<file path="src/rtl/icb_slave_mc_if.sv">
// ICB target-port bundle: command and response channels between a bus master and the register slave.
interface icb_slave_mc_if #(
   parameter int unsigned DW = 64,
   parameter int unsigned AW = 32
);
   logic            icb_cmd_valid;
   logic            icb_cmd_ready;
   logic            icb_cmd_read;
   logic [AW-1:0]   icb_cmd_addr;
   logic [DW-1:0]   icb_cmd_wdata;
   logic [DW/8-1:0] icb_cmd_wmask;
   logic            icb_rsp_valid;
   logic            icb_rsp_ready;
   logic [DW-1:0]   icb_rsp_rdata;
   logic            icb_rsp_err;

   modport master (
      output icb_cmd_valid, icb_cmd_read, icb_cmd_addr, icb_cmd_wdata, icb_cmd_wmask, icb_rsp_ready,
      input  icb_cmd_ready, icb_rsp_valid, icb_rsp_rdata, icb_rsp_err
   );

   modport slave (
      input  icb_cmd_valid, icb_cmd_read, icb_cmd_addr, icb_cmd_wdata, icb_cmd_wmask, icb_rsp_ready,
      output icb_cmd_ready, icb_rsp_valid, icb_rsp_rdata, icb_rsp_err
   );
endinterface

</file>
<file path="src/rtl/icb_slave_mc.sv">
// Multi-channel ICB register slave: per-channel CONTROL/STATE/WDATA/RDATA/KEY banks
// feeding one write FIFO and one read FIFO per channel of the ICB-to-APB bridge.
module icb_slave_mc #(
   parameter int unsigned   DW        = 64,
   parameter int unsigned   AW        = 32,
   parameter int unsigned   NCH       = 2,
   parameter logic [AW-1:0] BASE_ADDR = AW'(32'h2000_0000),
   parameter int unsigned   CH_STRIDE = 32'h40
) (
   input  logic              clk,
   input  logic              rst_n,
   icb_slave_mc_if.slave     icb,
   input  logic [NCH-1:0]    wfifo_full,
   output logic [NCH-1:0]    wfifo_wen,
   output logic [NCH*DW-1:0] wfifo_wdata,
   input  logic [NCH-1:0]    rfifo_empty,
   output logic [NCH-1:0]    rfifo_ren,
   input  logic [NCH*DW-1:0] rfifo_rdata,
   input  logic [NCH*2-1:0]  apb_state,
   output logic [NCH*DW-1:0] control,
   output logic [NCH*DW-1:0] key,
   output logic              irq
);

   localparam int unsigned MW  = DW / 8;
   localparam int unsigned SLG = $clog2(CH_STRIDE);

   localparam logic [SLG-1:0] OFF_CTRL = SLG'(32'h00);
   localparam logic [SLG-1:0] OFF_STAT = SLG'(32'h08);
   localparam logic [SLG-1:0] OFF_WDAT = SLG'(32'h10);
   localparam logic [SLG-1:0] OFF_RDAT = SLG'(32'h18);
   localparam logic [SLG-1:0] OFF_KEY  = SLG'(32'h20);

   typedef enum logic [1:0] {S_IDLE, S_RD_WAIT, S_RSP} state_t;

   state_t state, state_nxt;

   logic [AW-1:0]  rel, ch_full;
   logic [SLG-1:0] off;
   logic           in_win;
   logic [NCH-1:0] ch_oh, rd_oh_q, ctrl_b1;
   logic           cur_full, cur_empty;
   logic [1:0]     cur_apb;
   logic [DW-1:0]  cur_ctrl, cur_wdat, cur_key, tgt, mrg, rd_val, rd_cap;
   logic           sel_ctrl, sel_stat, sel_wdat, sel_rdat, sel_key;
   logic           is_rd, wdata_wr, rd_fifo, cmd_err, accept;

   function automatic logic [DW-1:0] merge(input logic [DW-1:0] old_v,
                                           input logic [DW-1:0] new_v,
                                           input logic [MW-1:0] m);
      logic [DW-1:0] res;
      for (int b = 0; b < MW; b++)
         res[b*8 +: 8] = m[b] ? new_v[b*8 +: 8] : old_v[b*8 +: 8];
      return res;
   endfunction

   // Address decode and per-channel operand selection
   always_comb begin
      rel       = icb.icb_cmd_addr - BASE_ADDR;
      ch_full   = rel >> SLG;
      off       = rel[SLG-1:0];
      in_win    = (icb.icb_cmd_addr >= BASE_ADDR) && (ch_full < AW'(NCH));
      ch_oh     = '0;
      cur_full  = 1'b0;
      cur_empty = 1'b0;
      cur_apb   = 2'b00;
      cur_ctrl  = '0;
      cur_wdat  = '0;
      cur_key   = '0;
      for (int i = 0; i < NCH; i++) begin
         if (in_win && (ch_full == AW'(i))) begin
            ch_oh[i]  = 1'b1;
            cur_full  = wfifo_full[i];
            cur_empty = rfifo_empty[i];
            cur_apb   = apb_state[i*2 +: 2];
            cur_ctrl  = control[i*DW +: DW];
            cur_wdat  = wfifo_wdata[i*DW +: DW];
            cur_key   = key[i*DW +: DW];
         end
      end
      sel_ctrl = in_win && (off == OFF_CTRL);
      sel_stat = in_win && (off == OFF_STAT);
      sel_wdat = in_win && (off == OFF_WDAT);
      sel_rdat = in_win && (off == OFF_RDAT);
      sel_key  = in_win && (off == OFF_KEY);
      is_rd    = icb.icb_cmd_read;
      wdata_wr = sel_wdat && !is_rd;
      rd_fifo  = sel_rdat && is_rd && !cur_empty;
      cmd_err  = !(sel_ctrl || sel_wdat || sel_key || (is_rd && (sel_stat || sel_rdat)))
                 || (sel_rdat && is_rd && cur_empty);
      rd_val   = '0;
      if (is_rd) begin
         if (sel_ctrl)      rd_val = cur_ctrl;
         else if (sel_stat) rd_val = DW'({cur_full, cur_empty, cur_apb});
         else if (sel_wdat) rd_val = cur_wdat;
         else if (sel_key)  rd_val = cur_key;
      end
      tgt = sel_ctrl ? cur_ctrl : (sel_wdat ? cur_wdat : cur_key);
      mrg = merge(tgt, icb.icb_cmd_wdata, icb.icb_cmd_wmask);
   end

   // Read-FIFO data capture and interrupt sources
   always_comb begin
      rd_cap  = '0;
      ctrl_b1 = '0;
      for (int i = 0; i < NCH; i++) begin
         if (rd_oh_q[i]) rd_cap = rfifo_rdata[i*DW +: DW];
         ctrl_b1[i] = control[i*DW + 1];
      end
   end

   always_ff @(posedge clk) begin
      if (!rst_n) state <= S_IDLE;
      else        state <= state_nxt;
   end

   always_comb begin
      state_nxt = state;
      case (state)
         S_IDLE:    if (accept) state_nxt = rd_fifo ? S_RD_WAIT : S_RSP;
         S_RD_WAIT: state_nxt = S_RSP;
         S_RSP:     if (icb.icb_rsp_ready) state_nxt = S_IDLE;
         default:   state_nxt = S_IDLE;
      endcase
   end

   // Only a WDATA write to a full FIFO is held off
   always_comb begin
      icb.icb_cmd_ready = 1'b0;
      accept            = 1'b0;
      rfifo_ren         = '0;
      icb.icb_cmd_ready = (state == S_IDLE) && !(wdata_wr && cur_full);
      accept            = icb.icb_cmd_valid && icb.icb_cmd_ready;
      if (accept && rd_fifo) rfifo_ren = ch_oh;
   end

   always_ff @(posedge clk) begin
      if (!rst_n) begin
         icb.icb_rsp_valid <= 1'b0;
         icb.icb_rsp_rdata <= '0;
         icb.icb_rsp_err   <= 1'b0;
         wfifo_wen         <= '0;
         wfifo_wdata       <= '0;
         control           <= '0;
         key               <= '0;
         irq               <= 1'b0;
         rd_oh_q           <= '0;
      end else begin
         wfifo_wen <= '0;
         // Uses the pre-write control value, so a CONTROL write shows up one cycle later
         irq       <= |(ctrl_b1 & ~rfifo_empty);
         if (accept) begin
            rd_oh_q <= ch_oh;
            if (!rd_fifo) begin
               icb.icb_rsp_valid <= 1'b1;
               icb.icb_rsp_rdata <= cmd_err ? '0 : rd_val;
               icb.icb_rsp_err   <= cmd_err;
            end
            if (!is_rd && !cmd_err) begin
               for (int i = 0; i < NCH; i++) begin
                  if (ch_oh[i]) begin
                     if (sel_ctrl) control[i*DW +: DW] <= mrg;
                     if (sel_key)  key[i*DW +: DW]     <= mrg;
                     if (sel_wdat) begin
                        wfifo_wdata[i*DW +: DW] <= mrg;
                        wfifo_wen[i]            <= 1'b1;
                     end
                  end
               end
            end
         end else if (state == S_RD_WAIT) begin
            icb.icb_rsp_valid <= 1'b1;
            icb.icb_rsp_rdata <= rd_cap;
            icb.icb_rsp_err   <= 1'b0;
         end else if (icb.icb_rsp_valid && icb.icb_rsp_ready) begin
            icb.icb_rsp_valid <= 1'b0;
         end
      end
   end

endmodule

</file>
<file path="src/flat_wrapper.sv">
// flat-port wrapper written by rule: the top's interface ports become plain ports
module icb_slave_mc_flat 
#(
   parameter int unsigned   DW        = 64,
   parameter int unsigned   AW        = 32,
   parameter int unsigned   NCH       = 2,
   parameter logic [AW-1:0] BASE_ADDR = AW'(32'h2000_0000),
   parameter int unsigned   CH_STRIDE = 32'h40
)
  (clk, rst_n, wfifo_full, wfifo_wen, wfifo_wdata, rfifo_empty, rfifo_ren, rfifo_rdata, apb_state, control, key, irq, icb_icb_cmd_valid, icb_icb_cmd_read, icb_icb_cmd_addr, icb_icb_cmd_wdata, icb_icb_cmd_wmask, icb_icb_rsp_ready, icb_icb_cmd_ready, icb_icb_rsp_valid, icb_icb_rsp_rdata, icb_icb_rsp_err);
  icb_slave_mc_if #(.DW(DW), .AW(AW)) icb_i ();
  input  logic clk;
  input  logic rst_n;
  input  logic [NCH-1:0] wfifo_full;
  output logic [NCH-1:0] wfifo_wen;
  output logic [NCH*DW-1:0] wfifo_wdata;
  input  logic [NCH-1:0] rfifo_empty;
  output logic [NCH-1:0] rfifo_ren;
  input  logic [NCH*DW-1:0] rfifo_rdata;
  input  logic [NCH*2-1:0] apb_state;
  output logic [NCH*DW-1:0] control;
  output logic [NCH*DW-1:0] key;
  output logic irq;
  input wire logic [$bits(icb_i.icb_cmd_valid)-1:0] icb_icb_cmd_valid;
  input wire logic [$bits(icb_i.icb_cmd_read)-1:0] icb_icb_cmd_read;
  input wire logic [$bits(icb_i.icb_cmd_addr)-1:0] icb_icb_cmd_addr;
  input wire logic [$bits(icb_i.icb_cmd_wdata)-1:0] icb_icb_cmd_wdata;
  input wire logic [$bits(icb_i.icb_cmd_wmask)-1:0] icb_icb_cmd_wmask;
  input wire logic [$bits(icb_i.icb_rsp_ready)-1:0] icb_icb_rsp_ready;
  output wire logic [$bits(icb_i.icb_cmd_ready)-1:0] icb_icb_cmd_ready;
  output wire logic [$bits(icb_i.icb_rsp_valid)-1:0] icb_icb_rsp_valid;
  output wire logic [$bits(icb_i.icb_rsp_rdata)-1:0] icb_icb_rsp_rdata;
  output wire logic [$bits(icb_i.icb_rsp_err)-1:0] icb_icb_rsp_err;
  assign icb_i.icb_cmd_valid = icb_icb_cmd_valid;
  assign icb_i.icb_cmd_read = icb_icb_cmd_read;
  assign icb_i.icb_cmd_addr = icb_icb_cmd_addr;
  assign icb_i.icb_cmd_wdata = icb_icb_cmd_wdata;
  assign icb_i.icb_cmd_wmask = icb_icb_cmd_wmask;
  assign icb_i.icb_rsp_ready = icb_icb_rsp_ready;
  assign icb_icb_cmd_ready = icb_i.icb_cmd_ready;
  assign icb_icb_rsp_valid = icb_i.icb_rsp_valid;
  assign icb_icb_rsp_rdata = icb_i.icb_rsp_rdata;
  assign icb_icb_rsp_err = icb_i.icb_rsp_err;
  icb_slave_mc #(.DW(DW), .AW(AW), .NCH(NCH), .BASE_ADDR(BASE_ADDR), .CH_STRIDE(CH_STRIDE)) u_core (.clk(clk), .rst_n(rst_n), .icb(icb_i), .wfifo_full(wfifo_full), .wfifo_wen(wfifo_wen), .wfifo_wdata(wfifo_wdata), .rfifo_empty(rfifo_empty), .rfifo_ren(rfifo_ren), .rfifo_rdata(rfifo_rdata), .apb_state(apb_state), .control(control), .key(key), .irq(irq));
endmodule
</file>
<file path="config.mk">
export PLATFORM = sky130hd
export DESIGN_NAME = icb_slave_mc_flat
export DESIGN_NICKNAME = d
export VERILOG_FILES = /design/src/rtl/icb_slave_mc_if.sv /design/src/rtl/icb_slave_mc.sv /design/src/flat_wrapper.sv
export SDC_FILE = /design/constraint.sdc
export NUM_CORES = 1
export LEC_CHECK = 0
export CAP_MARGIN = 0
export CORE_AREA = 3 3 270 272
export CTS_BUF_LIST = sky130_fd_sc_hd__clkbuf_16
export DETAILED_ROUTE_END_ITERATION = 16
export DIE_AREA = 0 0 273 275
export MAX_ROUTING_LAYER = met4
export PLACE_DENSITY = 0.53
export SYNTH_ARGS = -nofsm -noshare
export SYNTH_HDL_FRONTEND = slang
export SYNTH_SLANG_ARGS = --single-unit
</file>
<file path="constraint.sdc">
create_clock -name clk -period 3.2 [get_ports clk]
set_clock_uncertainty 0.05 [all_clocks]
set_input_delay 0.32 -clock clk [delete_from_list [all_inputs] [get_ports clk]]
set_output_delay 0.32 -clock clk [all_outputs]
set_load 0.03 [all_outputs]
</file>
==> results list, run 1 <==
- The flow ran to the end, and the final reports show no timing, DRC or antenna violations.
- Fmax: between 300 and 400 MHz
- Along the worst hold path, the cell count comes to 3.
- Among all stages on the critical path, the largest delay is contributed by sky130_fd_sc_hd__or4_1.
- Vias after detailed routing: around 23000
* Critical Path Start Type: input port
* Maximum ir drop on the vdd rail: 0.383 mV
- Leaving out filler cells and counting taps, the final layout contains 4029.
- Starting DRT DRC Count: 1994
- Yosys warns: 0
* Post-route clock period utilization: 98.8%
- Number of cells produced by synthesis: around 2300
- Counting instances in the post-synthesis netlist gives the leading cell types as sky130_fd_sc_hd__a21oi_1 (501), sky130_fd_sc_hd__dfxtp_1 (457), sky130_fd_sc_hd__o21ai_0 (454), sky130_fd_sc_hd__clkbuf_1 (190), sky130_fd_sc_hd__nand2_1 (87).
* Layout Nets: between 3000 and 4000
* Clock tree from TritonCTS: built
- Combinational share of power: 9.3%
- The analysis attributes to net switching a power of 3.29 mW.
* Count of cells along the worst register-to-register path: 7
- Area of the core: 71000 um2
- During placement, the flow inserted port buffers numbering 700.
- Final min period: around 3.2 ns
- Hold repair after CTS inserted 0 buffers.
* Routed length per placed instance: between 20 and 30 um
- Clk network pwr share: 46.2%
* Total track usage: 28.6%
- The count of final hold-check violations is 0.
- DRT Wirelength: 109000 um
* Slack of the critical path: 0.0373 ns
- Number of sinks on the clock net: 457
- Including well taps, the total number of placed cells is 3925.
- Register area share after synthesis: 45.3%
- Count of antenna-violating nets left after detailed routing: 0
* Root Buffer Master: sky130_fd_sc_hd__clkbuf_16
* Minimum hold slack: 0.209 ns
* Kind of capture point of the worst setup path: output port
- Dpl hpwl: 77600 um
* Antenna violations before repair: 4
- Post-synth design cell area: 20200 um2
- After detailed routing, no signal wire sits above met4.
* Clock transition at the registers of the reported paths: 0.06 ns
- After detailed routing, the wire length on met1 is ~44000 um.
* Remaining routing DRC violations: 0
- The initial utilization of the core area, before any placement, comes to 28.4%.
- Met2 WL post-DR: 53200 um
- Summing all multi-input logic gate instances after layout gives about 10000 um2.
- The die covers between 70000 and 80000 um2.
- Critical path data arrival time: 2.79 ns
* Mapped Nets: between 2000 and 3000
- Via count of the first global-routing pass: 22163
* Total area of sequential cells: 9150 um2
- Measured against its own limit, the worst slew margin works out to 31.2%.
- IO Pins: 701
* Total power per unit cell area: 408 nW/um2
- Die extent in x: 273 um
- Adding up every negative setup slack in the final design gives 0 ns.
- After synthesis, the share of flip-flops with an asynchronous set or reset is 0%.
* Post-synth cell types: 55
* Unrepaired setup endpoints after global routing: false
* Sequential Power Share: 44.5%
- LEAKAGE: 11.4 nW
* Total gr overflow: 0
* Most area-hungry cell type in the Yosys netlist: sky130_fd_sc_hd__dfxtp_1
- CTS Buffer Depth: 3
* Crit Path Category: in -> out
- Fill count: 6728
* Crit path max fanout: 4
- Entering global routing, the biggest net connects 139 pins.
- Cells with a size suffix above 1 make up between 10% and 20% of the layout.
- For this run, the leading register cell type out of synthesis is sky130_fd_sc_hd__dfxtp_1.
* Minimum setup slack after placement: -0.504 ns
- Die height: 275 um
* Leading cell type by number of instances after synthesis: sky130_fd_sc_hd__a21oi_1
- Final-report max-slew violation count: 0
- Required time at the worst-slack endpoint: 2.83 ns
* Main area contributors after synthesis: sky130_fd_sc_hd__dfxtp_1 (45%), sky130_fd_sc_hd__a21oi_1 (12%), sky130_fd_sc_hd__o21ai_0 (11%)
- The average instance in the mapped netlist occupies just under 9 um2.
* Wire length of the first global-routing pass: 156000 um
- First-pass detailed-route iteration total: 6
- Clock latency on the worst-skew pair, taken at its later pin, is 0.60 ns.
- The congestion estimate from routability-driven global placement came to 0.934.
* Num rows: 98
- Counting flops and latches in the post-synthesis netlist gives 457.
* Worst hold-check path type: in -> reg
- The largest single stage delay on the critical path is 0.60 ns.
- Post-synth EDFFs: 0
- Cell internal power was estimated by the tool at 9.70 mW.
- In this run, CTS created clock tree buffers numbering 54.
- Share of the synthesized area in the top cell type: 45.3%
* Slew at the pin closest to its max-slew limit: approximately 1.0 ns
- Syn-to-layout area delta: 57.5%
- In this run switching power makes up 25.3% of total power.
- After detailed routing, the number of vias per cell comes to 5.59.
* Met3 wirelength from detailed routing: 9030 um
* Number of max-capacitance violations reported: 0
- Ordered cell list for the critical path: clkdlybuf4s50_1, or4_1, buf_4, or4_4, nor3_2, nor3_1, dlygate4sd2_1
- Setup violations remaining at the end of the flow were counted as 0.
- In this run the number of H-tree levels came out at 2.
==> cell type report <==
type	count	share of cell area, %
Clock inverter	46	1.08
Clock buffer	54	4.25
Antenna cell	4	0.0315
Inverter	11	0.130
Timing Repair Buffer	939	29.9
Sequential cell	457	28.8
Tap cell	950	3.74
Multi-Input combinational cell	1568	32.1
==> worst max-delay path: cells and delay by family <==
family	cells	cell delay (ns)
buf+inv	3	1.04
simple gates	4	1.43
==> routing by layer <==
metal  vias up  track usage [%]
met5         -                -
met4         0             9.31
met3       210             6.05
met2      1229             47.7
met1     11034             34.5
li1      10037                -
==> worst paths after layout <==
kind                             from                           to  slack [ns]
setup / recovery  icb_icb_cmd_addr[0]            icb_icb_cmd_ready        0.04
hold reg to reg     u_core.rd_oh_q[0]            u_core.rd_oh_q[0]        0.43
setup reg to reg      u_core.state[1]  u_core.icb.icb_rsp_rdata[2]        0.74
hold / removal                  rst_n              u_core.state[0]        0.21
==> through the flow <==
step	utilization, %	area (um2)	power, mW
3_5_place_dp	42.3	30100	7.09
4_1_cts	44.7	31800	13.1
6_report	44.8	31800	13.0
5_1_grt	44.8	31800	13.4
2_1_floorplan	-	20200	6.40
3_3_place_gp	42.3	30100	7.09
==> flip-flops by register name, indices dropped and copies added (netlist names) <==
register and count:
u_core.irq 1, u_core.icb.icb_rsp_valid 1, u_core.key 128, u_core.icb.icb_rsp_rdata 64, u_core.icb.icb_rsp_err 1, u_core.state 2
u_core.wfifo_wen 2, u_core.wfifo_wdata 128, u_core.control 128, u_core.rd_oh_q 2
==> power groups by stage <==
stage / Sequential (mW) / Combinational, mW / Clock (mW)
after floorplan: 6.00 / 0.399 / 0
after global placement: 5.90 / 1.19 / 0
after detailed placement: 5.90 / 1.19 / 0
after CTS: 5.78 / 1.20 / 6.10
after global routing: 5.78 / 1.27 / 6.35
final: 5.78 / 1.21 / 6.01
==> kinds of logic (layout without fill, tap and decap cells) <==
family | after synthesis | in the layout | synth area share [%]
muxes | 149 | 149 | 11.2
buffers and inverters | 247 | 1050 | 5.02
DFF | 457 | 457 | 45.3
and+or+nand+nor | 242 | 242 | 5.60
adders and majority gates | 1 | 1 | 0.0620
AOI/OAI and AO/OA | 1175 | 1175 | 32.7
other | 0 | 4 | 0
xor gates and xnor gates | 1 | 1 | 0.0434
==> timing repair <==
item / in CTS / in global routing
buffers inserted: 0 / 0
gates resized for setup: 5 / 3
endpoints found under the setup margin: 3 / 2
hold endpoints to repair: 0 / 0
==> placed cells by master (no fill, tap or decap), types with 4 or more instances in the layout <==
cell                              instances
sky130_fd_sc_hd__mux2_2                   7
sky130_fd_sc_hd__o21ai_0                454
sky130_fd_sc_hd__nand2_1                 85
sky130_fd_sc_hd__o31a_1                  54
sky130_fd_sc_hd__a211oi_1                 4
sky130_fd_sc_hd__a21oi_1                501
sky130_fd_sc_hd__nor3_2                   6
sky130_fd_sc_hd__nor2_4                   4
sky130_fd_sc_hd__nand4_1                  7
sky130_fd_sc_hd__nor4_1                  14
sky130_fd_sc_hd__clkinv_1                 7
sky130_fd_sc_hd__a2111oi_0                4
sky130_fd_sc_hd__o22a_1                  54
sky130_fd_sc_hd__buf_12                  56
sky130_fd_sc_hd__nor3_1                  10
sky130_fd_sc_hd__a22o_1                  10
sky130_fd_sc_hd__bufinv_16                4
sky130_fd_sc_hd__mux2i_1                 81
sky130_fd_sc_hd__mux4_2                  61
sky130_fd_sc_hd__clkinv_2                13
sky130_fd_sc_hd__inv_1                   23
sky130_fd_sc_hd__dfxtp_1                456
sky130_fd_sc_hd__a22oi_1                 63
sky130_fd_sc_hd__clkdlybuf4s50_1        694
sky130_fd_sc_hd__a221oi_1                 8
sky130_fd_sc_hd__nor2b_1                  9
sky130_fd_sc_hd__nor2_1                  64
sky130_fd_sc_hd__clkbuf_16               54
sky130_fd_sc_hd__nand3_1                 10
sky130_fd_sc_hd__diode_2                  4
sky130_fd_sc_hd__and2_1                   6
sky130_fd_sc_hd__buf_4                  185
(Power assumes the default switching activity.)
==> run 2, diff against run 1 <==
--- a/config.mk
+++ b/config.mk
@@ -10,6 +10,7 @@
 export CTS_BUF_LIST = sky130_fd_sc_hd__clkbuf_16
 export DETAILED_ROUTE_END_ITERATION = 16
 export DIE_AREA = 0 0 273 275
+export GPL_ROUTABILITY_DRIVEN = 0
 export MAX_ROUTING_LAYER = met4
 export PLACE_DENSITY = 0.53
 export SYNTH_ARGS = -nofsm -noshare
==> constraint.sdc (replaced) <==
create_clock -name clk -period 3 [get_ports clk]
set_clock_uncertainty 0.05 [all_clocks]
set_input_delay 0.3 -clock clk [delete_from_list [all_inputs] [get_ports clk]]
set_output_delay 0.3 -clock clk [all_outputs]
set_load 0.03 [all_outputs]
==> run 2 against run 1 <==
Clock power increased by 4.2%. Wire length is 0.56% lower. First-iteration DRC count is 7.9% higher. Hold slack worse by 0.056 ns. Design area about the same. Die area is the same. Setup slack better by 0.0060 ns. Sequential share of layout area is essentially flat. Power rose by 5.5%. Core utilization about the same. Critical path depth did not move. Global-route usage is 0.38 points lower. Largest cell class unchanged. Largest power group unchanged.
==> results list, run 2 (synthesized netlist as in run 1, its figures left out) <==
- The type of the worst setup path is in -> out (unchanged).
* Total gr overflow: 0 (unchanged)
- Via count of the first global-routing pass: 21982 (was 22163)
- The floorplan die area came to 75100 um2 (unchanged).
* Vias after detailed routing: 22569 (was 22510)
- Total area of multi-input combinational cells: 10200 um2 (about the same)
- Minimum setup slack after placement: -0.638 ns (was -0.504 ns)
* Count of cells along the worst register-to-register path: 9 (was 7)
- The worst hold path class was in -> reg (unchanged).
- The number of DRC markers after the initial detailed-route iteration is 2152 (was 1994).
- Routed length per placed instance: 27.0 um (was 27.2 um)
- First-pass detailed-route iteration total: 6 (unchanged)
- The largest net degree at the start of global routing is 111 (was 139).
- Fmax: 338 MHz
* Final Non-Filler Cells: 4027 (was 4029)
* Fill count: 6690 (was 6728)
* Power consumption: 13.7 mW (was 13.0 mW)
* Category of cells accounting for the largest share of critical-path delay: simple AND/OR/NAND/NOR gates (unchanged)
- Switching component of the power: 3.44 mW (was 3.29 mW)
* Dpl hpwl: 76800 um (was 77600 um)
- Die extent in x: 273 um (unchanged)
- Critical Path Start Type: input port (unchanged)
* Hold wc startpoint: rst_n (unchanged)
- Combinational share of power: 9.4% (was 9.3%)
- Internal cell power: 10.3 mW (was 9.70 mW)
* Final design instance area without fill: 31800 um2 (about the same)
- The maximum number of buffers from clock root to sink was 3 (unchanged).
* Total power per unit cell area: 431 nW/um2 (was 408 nW/um2)
- The critical register-to-register path startpoint was u_core.state[1] (unchanged).
* Unrepaired setup endpoints after global routing: true (was false)
- # port buffers: 700 (unchanged)
- Kind of capture point of the worst setup path: output port (unchanged)
* Maximum level of the CTS H-tree: 2 (unchanged)
* FF-to-FF End: u_core.control[96] (was u_core.icb.icb_rsp_rdata[2])
* Num rows: 98 (unchanged)
* Clock insertion delay at the later pin of the skew report: 0.59 ns (was 0.60 ns)
- After layout, the minimum clock period comes to 2.96 ns.
* Layout Nets: 3278 (was 3277)
* Switching Fraction: 25.1% (was 25.3%)
* Number of sinks on the clock net: 457 (unchanged)
* Clock transition at the registers of the reported paths: 0.06 ns (about the same)
- Crit path max fanout: 4 (unchanged)
- Sequential Power Share: 45.0% (was 44.5%)
- Biggest regs: u_core.control (128), u_core.key (128), u_core.wfifo_wdata (128) (unchanged)
- The clock group share of total power came to 45.7% (was 46.2%).
- Total buffers and inverters traversed by the critical path: 3 (unchanged)
- Remaining routing DRC violations: 0 (unchanged)
- The area overhead of the layout relative to synthesis came to 57.5% (about the same).
- Slew at the pin closest to its max-slew limit: 0.802 ns (was 1.03 ns)
- The total placed cells including tap cells came to 3923 (was 3925).
- Number of max-capacitance violations reported: 0 (unchanged)
- The delay of the slowest cell on the worst path is 0.57 ns (was 0.60 ns).
- The setup violation total in the final timing report was 0 (unchanged).
* DRT Wirelength: 109000 um (about the same)
- Initial core utilization: 28.4% (unchanged)
- Slack of the critical path: 0.0433 ns (was 0.0373 ns)
- Critical path data arrival time: 2.61 ns (was 2.79 ns)
- The sequential cell area was 9150 um2 (unchanged).
- The required arrival time at the worst endpoint is 2.65 ns (was 2.83 ns).
- The static power due to leakage came to 11.4 nW (about the same).
* Root Buffer Master: sky130_fd_sc_hd__clkbuf_16 (unchanged)
- Most used cells in the layout excluding fill and tap cells: sky130_fd_sc_hd__clkdlybuf4s50_1 (694), sky130_fd_sc_hd__a21oi_1 (499), sky130_fd_sc_hd__dfxtp_1 (456) (was sky130_fd_sc_hd__clkdlybuf4s50_1 (694), sky130_fd_sc_hd__a21oi_1 (501), sky130_fd_sc_hd__dfxtp_1 (456))
- The initial antenna violation count came to 7 (was 4).
- Total track usage: 28.2% (was 28.6%)
* Wire length of the first global-routing pass: 154000 um (was 156000 um)
* Die height: 275 um (unchanged)
- The core region area is 71000 um2 (unchanged).
* IO Pins: 701 (unchanged)
* Layout cell share with drive strength beyond 1: 13.8% (about the same)
- The most common cell after layout, fill and taps aside is sky130_fd_sc_hd__clkdlybuf4s50_1 (unchanged).
- Final Hold Viols: 0 (unchanged)
- Cell with the largest stage delay on the worst path: sky130_fd_sc_hd__or4_4 (was sky130_fd_sc_hd__or4_1)
- Ordered cell list for the critical path: clkdlybuf4s50_1, or4_4, buf_4, or4_4, nor3_2, nor3_1, clkdlybuf4s15_2 (was clkdlybuf4s50_1, or4_1, buf_4, or4_4, nor3_2, nor3_1, dlygate4sd2_1).
* Vias per Instance: 5.60 (was 5.59)
- Status: finished clean (unchanged)
- Clock tree from TritonCTS: built (unchanged)
- Endpoint with the worst hold slack: u_core.icb.icb_rsp_rdata[6] (was u_core.state[0])
- The number of stages on the worst hold path is 3 (unchanged).
* Cell with the most instances on the worst path: sky130_fd_sc_hd__or4_4
- Minimum setup slack among reg-to-reg paths: 0.42 ns (was 0.74 ns)
- The residual antenna-violating net count after detailed routing is 0 (unchanged).
- The post-placement cell area was 30000 um2 (was 30100 um2).
- Total CTS buffers: 53 (was 54)
- Slew HR: 46.4% (was 31.2%)
- The final total negative setup slack was 0 ns (unchanged).
- The final critical path takes up 98.6% of the cycle.
- Final-report max-slew violation count: 0 (unchanged)
- The peak supply drop came to 0.403 mV (was 0.383 mV).
## run 2: cell types whose count changed in the layout (fill, tap and decap cells not counted), sizes merged
cell,delta
diode,+3
inv,-6
clkdlybuf4s15,+1
clkbuf,-1
buf,+1
dlymetal6s2s,-1
bufbuf,+1
## run 2: cell type report
cell class	instances	share of cell area, %
Multi-Input combinational cell	1568	32.1
Clock buffer	53	4.17
Timing Repair Buffer	941	30.0
Tap cell	950	3.74
Inverter	11	0.130
Sequential cell	457	28.8
Clock inverter	40	0.952
Antenna cell	7	0.0551
## run 2: worst min-delay path, stage by stage
cell                      delay, ns
sky130_fd_sc_hd__buf_8         0.23
sky130_fd_sc_hd__o21ai_0       0.16
sky130_fd_sc_hd__a21oi_1       0.05
## run 2: worst max path at each step
stage                         end            startpoint  cells after the start  slack [ns]
2_1_floorplan        rfifo_ren[0]  icb_icb_cmd_addr[29]                      8       0.006
3_3_place_gp   u_core.control[97]   icb_icb_cmd_addr[0]                     11       -0.62
3_5_place_dp       u_core.key[97]   icb_icb_cmd_addr[0]                     11       -0.64
4_1_cts              rfifo_ren[0]  icb_icb_cmd_addr[29]                     13       0.006
5_1_grt              rfifo_ren[0]  icb_icb_cmd_addr[29]                     12       -0.04
6_report        icb_icb_cmd_ready   icb_icb_cmd_addr[1]                      7        0.04
## run 2: routing by layer
layer  global-route usage, %  vias up  part of all wire (%)
li1                        -    10032                     -
met2                    46.1     1282                    47
met1                    33.5    11002                    39
met5                       -        -                     0
met4                    12.2        0                   4.8
met3                    6.33      253                   8.9
## run 2: metrics by stage
step | hold WS [ns] | util (%)
6_report | 0.153 | 44.8
5_1_grt | 0.165 | 44.8
4_1_cts | 0.131 | 44.7
3_5_place_dp | 0.415 | 42.3
3_3_place_gp | 0.407 | 42.3
2_1_floorplan | 0.389 | -
## run 2: power by group through the flow
stage / clock, mW / combinational, mW / sequential [mW]
after floorplan: 0 / 0.425 / 6.40
after global placement: 0 / 1.26 / 6.29
after detailed placement: 0 / 1.27 / 6.29
after CTS: 6.36 / 1.28 / 6.16
after global routing: 6.59 / 1.35 / 6.16
final: 6.26 / 1.29 / 6.16
## run 2: repair_timing
action | 4_1_cts | 5_1_grt
setup endpoints to repair | 9 | 18
gates cloned | 1 | 0
pin swaps | 1 | 2
resized for setup | 11 | 6
setup buffers | 4 | 0
hold buffers | 0 | 0
==> run 3, diff against run 2 <==
--- a/config.mk
+++ b/config.mk
@@ -13,6 +13,7 @@
 export GPL_ROUTABILITY_DRIVEN = 0
 export MAX_ROUTING_LAYER = met4
 export PLACE_DENSITY = 0.53
+export SKIP_CTS_REPAIR_TIMING = 1
 export SYNTH_ARGS = -nofsm -noshare
 export SYNTH_HDL_FRONTEND = slang
 export SYNTH_SLANG_ARGS = --single-unit
==> run 3 against run 2 <==
First-iteration DRC count is 4.3% higher. Critical path type unchanged. Highest routed layer unchanged. Combinational power about the same. Design area is essentially flat. Critical endpoint is now rfifo_ren[1].
==> results list, run 3 (synthesized netlist as in run 1, its figures left out) <==
- Total power per unit cell area: 431 nW/um2 (about the same)
- Biggest regs: u_core.control (128), u_core.key (128), u_core.wfifo_wdata (128) (unchanged)
* Dpl hpwl: 76800 um (unchanged)
* Worst hold-check path type: in -> reg (unchanged)
- The number of ports placed on the die boundary was 701 (unchanged).
- The total chip power is 13.7 mW (about the same).
- Final Hold Viols: 0 (unchanged)
* Via count of the first global-routing pass: 21922 (was 21982)
- Total CTS buffers: 53 (unchanged)
* Kind of capture point of the worst setup path: output port (unchanged)
- The end-of-flow core utilization came to 44.8% (about the same).
- Final Non-Filler Cells: 4025 (was 4027)
- The sum of overflow across all layers after global routing was 0 (unchanged).
- The setup violation total in the final timing report was 0 (unchanged).
- The vias after detailed routing is 22459 (was 22569).
* Area of the core: 71000 um2 (unchanged)
- The cell at the root of the clock tree is sky130_fd_sc_hd__clkbuf_16 (unchanged).
- The critical register-to-register path startpoint is u_core.state[1] (unchanged).
- The initial antenna violation count is 7 (unchanged).
- Wire length of the first global-routing pass: 153000 um (was 154000 um)
- Status: finished clean (unchanged).
* Starting DRT DRC Count: 2244 (was 2152)
* LEAKAGE: 11.4 nW (about the same)
- The clock-pin slew on the worst setup and hold paths came to 0.06 ns (about the same).
- The type of the worst setup path was in -> out (unchanged).
- Die footprint: 75100 um2 (unchanged)
- The area overhead of the layout relative to synthesis came to 57.5% (about the same).
- The die outline height is 275 um (unchanged).
- Number of sinks on the clock net: 457 (unchanged)
- The peak supply drop came to 0.406 mV (was 0.403 mV).
- Slew at the pin closest to its max-slew limit: 0.976 ns (was 0.802 ns)
* Critical Path Start Type: input port (unchanged)
- Unrepaired setup endpoints after global routing: false (was true).
- Initial core utilization: 28.4% (unchanged)
* Die extent in x: 273 um (unchanged)
- The number of detailed-route iterations in the first pass was 7 (was 6).
* Placed cells: 3923 (unchanged)
- The clock period minus worst slack is 2.94 ns (was 2.96 ns).
- Critical path data arrival time: 2.59 ns (was 2.61 ns)
- # port buffers: 700 (unchanged)
* Hold wc startpoint: rst_n (unchanged)
* Remaining routing DRC violations: 0 (unchanged)
- The maximum number of buffers from clock root to sink is 3 (unchanged).
- The TritonCTS clock tree was built (unchanged).
- The clock insertion delay at the later pin of the skew report came to 0.60 ns (was 0.59 ns).
- The final non-filler cell area came to 31800 um2 (about the same).
- Maximum level of the CTS H-tree: 2 (unchanged)
- Vias per Instance: 5.58 (was 5.60)
* Placed inst area: 30000 um2 (unchanged)
* Total track usage: 28.1% (was 28.2%)
- The largest net degree at the start of global routing came to 111 (unchanged).
- Count of antenna-violating nets left after detailed routing: 0 (unchanged)
* Minimum hold slack: 0.137 ns (was 0.153 ns)
* Most used cells in the layout excluding fill and tap cells: sky130_fd_sc_hd__clkdlybuf4s50_1 (694), sky130_fd_sc_hd__a21oi_1 (499), sky130_fd_sc_hd__dfxtp_1 (456) (unchanged)
- Fin Setup TNS: 0 ns (unchanged)
- The proportion of layout cells with a drive suffix above 1 is 13.8% (about the same).
* Num rows: 98 (unchanged)
- The max-slew violation total from the final report was 0 (unchanged).
* Critical Path Source: icb_icb_cmd_addr[1] (unchanged)
- The final layout net count was 3277 (was 3278).
- Fmax: 340 MHz (was 338 MHz)
* DRT Wirelength: 108000 um (was 109000 um)
* Crit path max fanout: 7 (was 4)
- The number of maximum-capacitance violations is 0 (unchanged).
* Post-route clock period utilization: 97.9% (was 98.6%)
* Slew HR: 34.9% (was 46.4%)
* Minimum setup slack after placement: -0.638 ns (unchanged)
- Routed length per placed instance: 26.9 um (was 27.0 um)
- Slack of the critical path: 0.0622 ns (was 0.0433 ns)
- Most common library cell in the layout ignoring fill and taps: sky130_fd_sc_hd__clkdlybuf4s50_1 (unchanged)
* Required time at the worst-slack endpoint: 2.65 ns (about the same)
run 3: critical path: stages:
cell,delay (ns)
sky130_fd_sc_hd__clkdlybuf4s50_1,0.43
sky130_fd_sc_hd__or4_4,0.57
sky130_fd_sc_hd__buf_4,0.17
sky130_fd_sc_hd__buf_4,0.19
sky130_fd_sc_hd__o41a_1,0.36
sky130_fd_sc_hd__nand4_1,0.20
sky130_fd_sc_hd__buf_6,0.16
sky130_fd_sc_hd__nor3_2,0.04
sky130_fd_sc_hd__buf_4,0.17
run 3: final timing paths:
check	to	slack (ns)	depth (start not counted)
max	rfifo_ren[1]	0.06	9
min	u_core.wfifo_wdata[23]	0.14	2
max reg2reg	u_core.control[96]	0.45	9
min reg2reg	u_core.rd_oh_q[0]	0.42	2
run 3: layer usage:
layer  global-route usage, %  vias to the layer above  wire length, um
met1                    33.4                    10915            42300
met5                       -                        -                0
met3                    5.99                      267             9310
met2                    46.0                     1260            51600
met4                    12.0                        0             5210
li1                        -                    10017                -
run 3: area by class of cell:
type	instances	area, um2
Timing Repair Buffer	940	9530
Inverter	11	41.3
Antenna cell	6	15.0
Clock buffer	53	1330
Sequential cell	457	9150
Tap cell	950	1190
Multi-Input combinational cell	1568	10200
Fill cell	6691	39200
Clock inverter	40	303
run 3: power by group:
group,internal [mW],switching (mW)
logic,0.594,0.688
clock network,3.54,2.71
registers,6.13,0.0322
